`config.mk`:
```
export PLATFORM = sky130hd
export DESIGN_NAME = fe_fetch_buf
export DESIGN_NICKNAME = d
export VERILOG_FILES = /design/src/rtl/fe_fetch_buf_pkg.sv /design/src/rtl/fe_fb_entry.sv /design/src/rtl/fe_fetch_buf.sv
export SDC_FILE = /design/constraint.sdc
export NUM_CORES = 2
export LEC_CHECK = 0
export ABC_AREA = 1
export BUFFER_PORTS_ARGS = -buffer_cell sky130_fd_sc_hd__buf_2
export CAP_MARGIN = 20
export CORE_ASPECT_RATIO = 0.7
export CORE_MARGIN = 4
export CORE_UTILIZATION = 45
export CTS_CLUSTER_DIAMETER = 120
export DETAILED_ROUTE_END_ITERATION = 16
export MAX_ROUTING_LAYER = met4
export SLEW_MARGIN = 5
export SYNTH_ARGS = -nofsm -noshare
export SYNTH_HDL_FRONTEND = slang
export SYNTH_HIERARCHICAL = 1
export SYNTH_SLANG_ARGS = --single-unit
```
`constraint.sdc`:
```
create_clock -name clk -period 68.6 [get_ports clk]
set_input_delay 13.72 -clock clk [delete_from_list [all_inputs] [get_ports clk]]
set_output_delay 13.72 -clock clk [all_outputs]
set_load 0.01 [all_outputs]
```
`src/rtl/fe_fetch_buf_pkg.sv`:
```
// Shared types for the FE <-> fetch buffer <-> memory fill path.
//   t_fe_fb_req  : {valid, addr, id} fetch request from FE
//   t_fb_fe_rsp  : {valid, instr, pc} same-cycle fetch response
//   t_fb_mem_req : {valid, addr} line fill request (line-aligned addr)
//   t_mem_fb_rsp : {valid, addr, data} line fill return
//   t_fsm_fb     : fill FSM states
package fe_fetch_buf_pkg;

    localparam int unsigned PADDR         = 32;
    localparam int unsigned FE_ID_W       = 4;
    localparam int unsigned FB_LINE_BYTES = 64;
    localparam int unsigned FB_OFF_W      = $clog2(FB_LINE_BYTES);
    localparam int unsigned FB_TAG_W      = PADDR - FB_OFF_W;

    typedef logic [FB_LINE_BYTES*8-1:0] t_fb_line;
    typedef logic [FB_TAG_W-1:0]        t_fb_tag;

    typedef struct packed {
        logic               valid;
        logic [PADDR-1:0]   addr;
        logic [FE_ID_W-1:0] id;
    } t_fe_fb_req;

    typedef struct packed {
        logic             valid;
        logic [31:0]      instr;
        logic [PADDR-1:0] pc;
    } t_fb_fe_rsp;

    typedef struct packed {
        logic             valid;
        logic [PADDR-1:0] addr;
    } t_fb_mem_req;

    typedef struct packed {
        logic             valid;
        logic [PADDR-1:0] addr;
        t_fb_line         data;
    } t_mem_fb_rsp;

    typedef enum logic [1:0] {FB_IDLE, FB_REQ, FB_WAIT, FB_DRAIN} t_fsm_fb;

    function automatic t_fb_tag line_tag(input logic [PADDR-1:0] addr);
        return addr[PADDR-1:FB_OFF_W];
    endfunction

endpackage

```
`src/rtl/fe_fb_entry.sv`:
```
// One fetch-buffer line entry: valid bit, line tag and line data, with a tag compare.
//   clk, reset    : clock, synchronous active-high reset
//   flush         : clear the valid bit next cycle
//   install       : write install_tag/install_data and set valid
//   lookup_tag    : tag to compare against
//   valid         : entry holds a line
//   hit           : valid and tag matches lookup_tag
//   data          : stored line
module fe_fb_entry
    import fe_fetch_buf_pkg::*;
(
    input  logic     clk,
    input  logic     reset,
    input  logic     flush,
    input  logic     install,
    input  t_fb_tag  install_tag,
    input  t_fb_line install_data,
    input  t_fb_tag  lookup_tag,
    output logic     valid,
    output logic     hit,
    output t_fb_line data
);

    logic     valid_q;
    t_fb_tag  tag_q;
    t_fb_line data_q;

    always_ff @(posedge clk) begin
        if (reset || flush) begin
            valid_q <= 1'b0;
        end else if (install) begin
            valid_q <= 1'b1;
        end
    end

    // Payload needs no reset; it is only observed through valid_q.
    always_ff @(posedge clk) begin
        if (install) begin
            tag_q  <= install_tag;
            data_q <= install_data;
        end
    end

    assign valid = valid_q;
    assign hit   = valid_q && (tag_q == lookup_tag);
    assign data  = data_q;

endmodule

```
`src/rtl/fe_fetch_buf.sv`:
```
// Fetch buffer: responder side of FE->FB. Returns the instruction at the requested PC in the
// same cycle on a hit; on a miss fetches one line from memory with a single outstanding fill.
//   clk, reset      : clock, synchronous active-high reset
//   fe_fb_req_fb0   : fetch request from FE (held stable until rsp.valid)
//   fb_fe_rsp_fb0   : same-cycle response
//   flush_fb        : invalidate all entries, cancel pending fill
//   fb_mem_req      : line fill request
//   mem_fb_req_rdy  : memory accepts fb_mem_req this cycle
//   mem_fb_rsp      : line fill return
module fe_fetch_buf
    import fe_fetch_buf_pkg::*;
#(
    parameter int unsigned NUM_ENTRIES = 4,
    parameter int unsigned LINE_BYTES  = FB_LINE_BYTES
) (
    input  logic        clk,
    input  logic        reset,
    input  t_fe_fb_req  fe_fb_req_fb0,
    output t_fb_fe_rsp  fb_fe_rsp_fb0,
    input  logic        flush_fb,
    output t_fb_mem_req fb_mem_req,
    input  logic        mem_fb_req_rdy,
    input  t_mem_fb_rsp mem_fb_rsp
);

    localparam int unsigned IDX_W = $clog2(NUM_ENTRIES);

    if (LINE_BYTES != FB_LINE_BYTES || NUM_ENTRIES < 2 ||
        (NUM_ENTRIES & (NUM_ENTRIES - 1)) != 0) begin : g_bad_param
        $error("fe_fetch_buf: unsupported NUM_ENTRIES/LINE_BYTES");
    end

    t_fsm_fb          state_q;
    logic [PADDR-1:0] fill_addr_q;
    logic [IDX_W-1:0] rr_ptr_q;

    logic [NUM_ENTRIES-1:0] ent_valid;
    logic [NUM_ENTRIES-1:0] ent_hit;
    logic [NUM_ENTRIES-1:0] ent_install;
    t_fb_line               ent_data [NUM_ENTRIES];

    t_fb_tag             req_tag;
    logic                hit;
    logic                miss;
    logic                fill_match;
    logic                install;
    logic [IDX_W-1:0]    victim;
    logic                victim_uses_rr;
    t_fb_line            hit_line;
    logic [FB_OFF_W-3:0] word_idx;
    logic                unused_id;

    assign unused_id = ^fe_fb_req_fb0.id;

    assign req_tag  = line_tag(fe_fb_req_fb0.addr);
    assign word_idx = fe_fb_req_fb0.addr[FB_OFF_W-1:2];
    assign hit      = fe_fb_req_fb0.valid && (|ent_hit);
    assign miss     = fe_fb_req_fb0.valid && !(|ent_hit);

    // A return only counts when it matches the outstanding line; anything else is stray.
    assign fill_match = mem_fb_rsp.valid && (mem_fb_rsp.addr == fill_addr_q);
    // Flush in the return cycle drops the data.
    assign install    = (state_q == FB_WAIT) && fill_match && !flush_fb;

    for (genvar g = 0; g < NUM_ENTRIES; g++) begin : g_ent
        assign ent_install[g] = install && (victim == IDX_W'(g));

        fe_fb_entry u_entry (
            .clk          (clk),
            .reset        (reset),
            .flush        (flush_fb),
            .install      (ent_install[g]),
            .install_tag  (line_tag(fill_addr_q)),
            .install_data (mem_fb_rsp.data),
            .lookup_tag   (req_tag),
            .valid        (ent_valid[g]),
            .hit          (ent_hit[g]),
            .data         (ent_data[g])
        );
    end

    // Lowest-index invalid entry wins; round-robin only once all entries are valid.
    always_comb begin
        victim         = rr_ptr_q;
        victim_uses_rr = 1'b1;
        for (int i = NUM_ENTRIES - 1; i >= 0; i--) begin
            if (!ent_valid[i]) begin
                victim         = IDX_W'(i);
                victim_uses_rr = 1'b0;
            end
        end
    end

    // At most one entry hits, so OR-ing the hitting lines selects it.
    always_comb begin
        hit_line = '0;
        for (int i = 0; i < NUM_ENTRIES; i++) begin
            if (ent_hit[i]) begin
                hit_line = hit_line | ent_data[i];
            end
        end
    end

    always_ff @(posedge clk) begin
        if (reset) begin
            state_q     <= FB_IDLE;
            fill_addr_q <= '0;
            rr_ptr_q    <= '0;
        end else begin
            if (install && victim_uses_rr) begin
                rr_ptr_q <= rr_ptr_q + 1'b1;
            end
            unique case (state_q)
                FB_IDLE: begin
                    if (miss && !flush_fb) begin
                        state_q     <= FB_REQ;
                        fill_addr_q <= {req_tag, {FB_OFF_W{1'b0}}};
                    end
                end
                FB_REQ: begin
                    if (flush_fb) begin
                        state_q <= FB_IDLE;
                    end else if (mem_fb_req_rdy) begin
                        state_q <= FB_WAIT;
                    end
                end
                FB_WAIT: begin
                    if (fill_match) begin
                        state_q <= FB_IDLE;
                    end else if (flush_fb) begin
                        state_q <= FB_DRAIN;
                    end
                end
                FB_DRAIN: begin
                    if (fill_match) begin
                        state_q <= FB_IDLE;
                    end
                end
                default: state_q <= FB_IDLE;
            endcase
        end
    end

    always_comb begin
        fb_fe_rsp_fb0 = '0;
        fb_mem_req    = '0;
        if (!reset) begin
            fb_fe_rsp_fb0.valid = hit && !flush_fb;
            fb_fe_rsp_fb0.pc    = fe_fb_req_fb0.addr;
            fb_fe_rsp_fb0.instr = hit_line[{word_idx, 5'd0} +: 32];
            // Withdrawn in the flush cycle so memory never accepts a cancelled fill.
            fb_mem_req.valid    = (state_q == FB_REQ) && !flush_fb;
            fb_mem_req.addr     = fill_addr_q;
        end
    end

    a_addr_aligned: assert property (@(posedge clk) disable iff (reset)
        fe_fb_req_fb0.valid |-> (fe_fb_req_fb0.addr[1:0] == 2'b00));

    a_hit_onehot: assert property (@(posedge clk) disable iff (reset)
        $onehot0(ent_hit));

endmodule

```
### Yosys cells after proc, flatten, opt, wreduce, memory -nomap -nowiden

Cells that the tools add are included.

* register bits: 2186
* bits of input ports: 586
* output and inout bits: 98
* logic and storage cells: 81

* add/sub/neg operators: 1
* equality and inequality tests: 15
* shift-type cells: 1
* multiplexer cells: 21
* bitwise operators: 3
* reduce and logical (&&, ||, !) cells: 25

Operators with widths (count)
* $mux 512: 4
* $or 512x512->512: 3
* $shiftx 512x10->32: 1
* $eq 26x26->1: 4
* $mux 65: 1
* $mux 33: 1
* $eq 32x32->1: 1
* $mux 2: 10
* $logic_and 1x1->1: 17
* $eq 2x2->1 const B: 4
* $pmux 2 s4: 1
* $ne 3x3->1 const B: 2
* $eq 2x1->1 const B: 2
* $logic_not 2->1: 2
* $mux 1: 4
* $ne 2x2->1 const B: 2
* $reduce_and 4->1: 1
* $reduce_or 4->1: 1
* $add 2x1->2 const B: 1
* $logic_not 1->1: 2
* $reduce_and 2->1: 1
* $logic_or 1x1->1: 1

### Longest topological paths before layout

* depth after elaboration: 11
* mapped depth: 17
* depth with buffers taken out: 16

### Modules after synthesis

The synthesis kept the hierarchy.

By module, submodules not included
* fe_fb_entry: instances 4, cells each 669, area an instance 16702.3 µm², seq. area each 16175.5 µm²
* fe_fetch_buf: instances 1, cells each 3782, area an instance 17982.2 µm², seq. area each 600.6 µm²

### Worst setup path after synthesis

OpenSTA, ideal clock, no wires.

* path kind: input to register
* start point: in mem_fb_rsp[514] (netlist name)
* end point: reg g_ent[2].u_entry.data_q[0] (enable)
* setup time: 2.107 ns
* arrival: 50.627 ns
* required time: 66.493 ns
* setup slack: 15.866 ns
* stages on the path: 7
* buffers on the path: 0
* path through: nor3_1 -> nand2_1 -> nor2_1 -> nand3_1 -> nor3_2 -> inv_1 -> nor3_1

* word-level cells in the longest chain between the ends: 5

Ends and longest elaborated chain
* start: declaration: RTL line fe_fetch_buf.sv:23 `input t_mem_fb_rsp mem_fb_rsp`
* $eq 32x32->1: RTL line fe_fetch_buf.sv:61 `assign fill_match = mem_fb_rsp.valid && (mem_fb_rsp.addr == fill_addr_q);`
* $logic_and 1x1->1: RTL line fe_fetch_buf.sv:61
* $logic_and 1x1->1 (2 in series): RTL line fe_fetch_buf.sv:63 `assign install = (state_q == FB_WAIT) && fill_match && !flush_fb;`
* $logic_and 1x1->1: RTL line fe_fetch_buf.sv:66 `assign ent_install[g] = install && (victim == IDX_W'(g));`
* named net ent_install[2]: RTL line fe_fetch_buf.sv:39 `logic [NUM_ENTRIES-1:0] ent_install;`
* end signal: assignment: RTL line fe_fb_entry.sv:40 `data_q <= install_data;`
* end: declaration: RTL line fe_fb_entry.sv:26 `t_fb_line data_q;`

The timed path passes the listed nets, and every way through them passes these cells.
A chain may end at the register's enable or synchronous reset.

==> impl_metrics.ini <==
[run_status]
status = complete, no violations

[global_routing]
grt_max_degree = 177
busiest_layer = met2
grt_usage_pct = 26.22
grt_pass1_wl_um = 361800
gr-usage-met1_pct = 35.72
grt_pass1_vias = 49650
antenna_found_initial = 175
use_met3_pct = 6.480
grt_util_met2_pct = 39.20
gr-total-overflow = 0

[cts]
clock_latency_ns = 0.87
numCtsBuffers = 210
post_cts_buffers = 0
ctsHoldBuffers = 0
clockRootBuffer = clkbuf_16
clkSlewWorstSetupHoldPaths_ns = 0.06
cts_sinks = 2186
clock_path_buffers = 4
cts_tree = built
ctsResizeCount = 0
cts_htree_levels = 4

[finish]
synthToLayoutAreaGrowth_pct = 14.02
final_cells = 9810
design_area_um2 = 96680
n_fill_cell = 15710
drive_gt1_share_pct = 14.57
layout.nets = 7658
post-route-util_pct = 51.94

[synth]
muxShareOfSynthArea_pct = 0
yosysMostFrequentCell = edfxtp_1
synth_area_um2 = 84790
synth_compound_area_share_pct = 3.406
synth_top_area_share_pct = 76.21
ys_seq_area_share_pct = 77.02
synthTopCellsByArea = edfxtp_1 76%, nand2_1 8.5%, nand4_1 3.8%
netlist.top_cell.by_area = edfxtp_1
synth_warnings = 6
syn_avg_cell_area_um2 = 13.13
yosys.area_share.simple_pct = 15.80
synth_top_family_by_area = simple AND/OR/NAND/NOR gates
synth-xor-area-share_pct = 0.2789
synthCells = 6458
async_reset_ff_share_pct = 0
synthAdderAreaFrac_pct = 0
ys_ff_latch = 2186
synth_edf_count = 2152
synth_common_cells = 2,152 x edfxtp_1, 1,924 x nand2_1, 541 x a21oi_1
ys_types = 28
synthFlopType = edfxtp_1

[placed_design]
hpwl_um = 158100
gp_congestion = 0.8510
place_inst = 9339
pre_cts_slack_ns = 35.70
port-buffer-count = 673
place_area_um2 = 90080

[sta]
timing.slew.headroom_pct = 1.325
tightest_slew_ns = 1.480
tns_ns = 0
min_period_over_period_pct = 48.05
slew_violations = 0
max_clock_freq_mhz = 30.34
rsz0062_at_grt = no
finalCriticalPeriod_ns = 32.96
finalClockSkew_ns = 0.06901
fin_ws_ns = 35.64
finalSetupViolations = 0
hold_viol = 0

[setup_path]
end_kind = output pin
worstPathArrival_ns = 19.24
crit_type = input port to output pin
rrSetupSlack_ns = 62.65
cp.required_ns = 54.88
crit_fanout = 142
worstSetupStartpointType = input port

[detailed_routing]
drt_iter0_drc = 6113
drt-total-wl_um = 255600
drc = 0
wl_per_cell_um = 26.05
via_count = 53960
dr.pass1.iters = 6
via_per_inst = 5.501
ant_nets = 0

[die]
die_area_um2 = 195500
ios = 684
fp.dieW_um = 526.8
rows = 132
die_h_um = 371.2
initial_utilization_pct = 45.55
core-area_um2 = 186100

[worst_hold_path]
min_path_type = flop to flop

[pwr]
leakagePower_uw = 0.03234
power_density_nw_per_um2 = 27.77
ir_worst_vdd_v = 0.00002436

[job]
drv_cap = 0
[worst paths after layout]
kind	start	endpoint	cells after the start
hold reg to reg	rr_ptr_q[0]$_SDFFE_PP0P_	rr_ptr_q[0]$_SDFFE_PP0P_	2
setup reg to reg	fill_addr_q[17]$_SDFFE_PP0P_	g_ent[1].u_entry/data[185]$_DFFE_PP_	14
setup / recovery	fe_fb_req_fb0[32]	fb_fe_rsp_fb0[46]	19
hold / removal	rr_ptr_q[0]$_SDFFE_PP0P_	rr_ptr_q[0]$_SDFFE_PP0P_	2
[logic make-up after synthesis]
logic type | Yosys count
other | 1
AND/OR/NAND/NOR | 3062
buffers and inverters | 606
XOR/XNOR | 27
flip-flops | 2186
AO/OA/AOI/OAI | 576
[power by group]
group | leakage (uW) | switching [uW] | total (uW) | internal [uW]
Combinational | 0.00961 | 80.2 | 115 | 34.6
Clock | 0.00310 | 493 | 1090 | 600
Sequential | 0.0196 | 6.15 | 1480 | 1470
Total | 0.0323 | 580 | 2680 | 2110
[layout make-up]
cell class / count / area (um^2) / area share, %
Antenna cell: 98 / 245.2 / 0.2537
Inverter: 252 / 964.7 / 0.9978
Tap cell: 2479 / 3102 / 3.208
Sequential cell: 2186 / 65300 / 67.54
Timing Repair Buffer: 751 / 4110 / 4.251
Clock inverter: 117 / 898.4 / 0.9292
Multi-Input combinational cell: 3671 / 16600 / 17.17
Clock buffer: 256 / 5459 / 5.646
[flip-flops by register name, indices dropped and copies added (netlist names)]
name and flops:
g_ent.u_entry/data 2048, state_q 2, g_ent.u_entry/valid 4, g_ent.u_entry/tag_q 104
fill_addr_q 26, rr_ptr_q 2
[routing by layer]
metal / vias up / wire, um
met2: 2242 / 117800
met1: 26590 / 106200
met5: - / 0
li1: 24690 / -
met3: 437 / 23550
met4: 0 / 8040
[layout by cell type (no fill, tap or decap), types with 9 or more instances in the layout]
cell type	count
buf_4	68
diode_2	98
clkbuf_16	211
clkbuf_1	44
nor2_1	145
nand2_1	1924
dfxtp_1	34
clkinv_1	52
o21ai_1	9
clkinv_2	37
a21oi_1	541
nand3_1	454
inv_1	244
buf_2	670
nand4_1	515
bufinv_16	9
xnor2_1	22
o21ai_0	24
buf_12	11
edfxtp_1	2152
[stage by stage]
stage | hold WS [ns] | power [uW]
2_1_floorplan | 0.4555 | 1553
3_3_place_gp | 0.4867 | 1617
3_5_place_dp | 0.4963 | 1620
4_1_cts | 0.5049 | 2704
5_1_grt | 0.5354 | 2774
6_report | 0.5021 | 2685
[critical path: stages]
cell and delay, ns:
buf_2 0.23, inv_1 0.06, nand2_1 0.06, nand2_1 0.05, nor2_1 0.17, nand2_1 0.09, nor2_1 0.10, nand2_1 0.13
nor2_4 0.72, buf_4 0.66, buf_12 0.69, buf_4 0.79, nand2_1 0.12, nand4_1 0.14, nand3_1 0.16, nand3_1 0.39
nand3_1 0.42, nand2_1 0.18, buf_2 0.17
(Power assumes the default switching activity.)
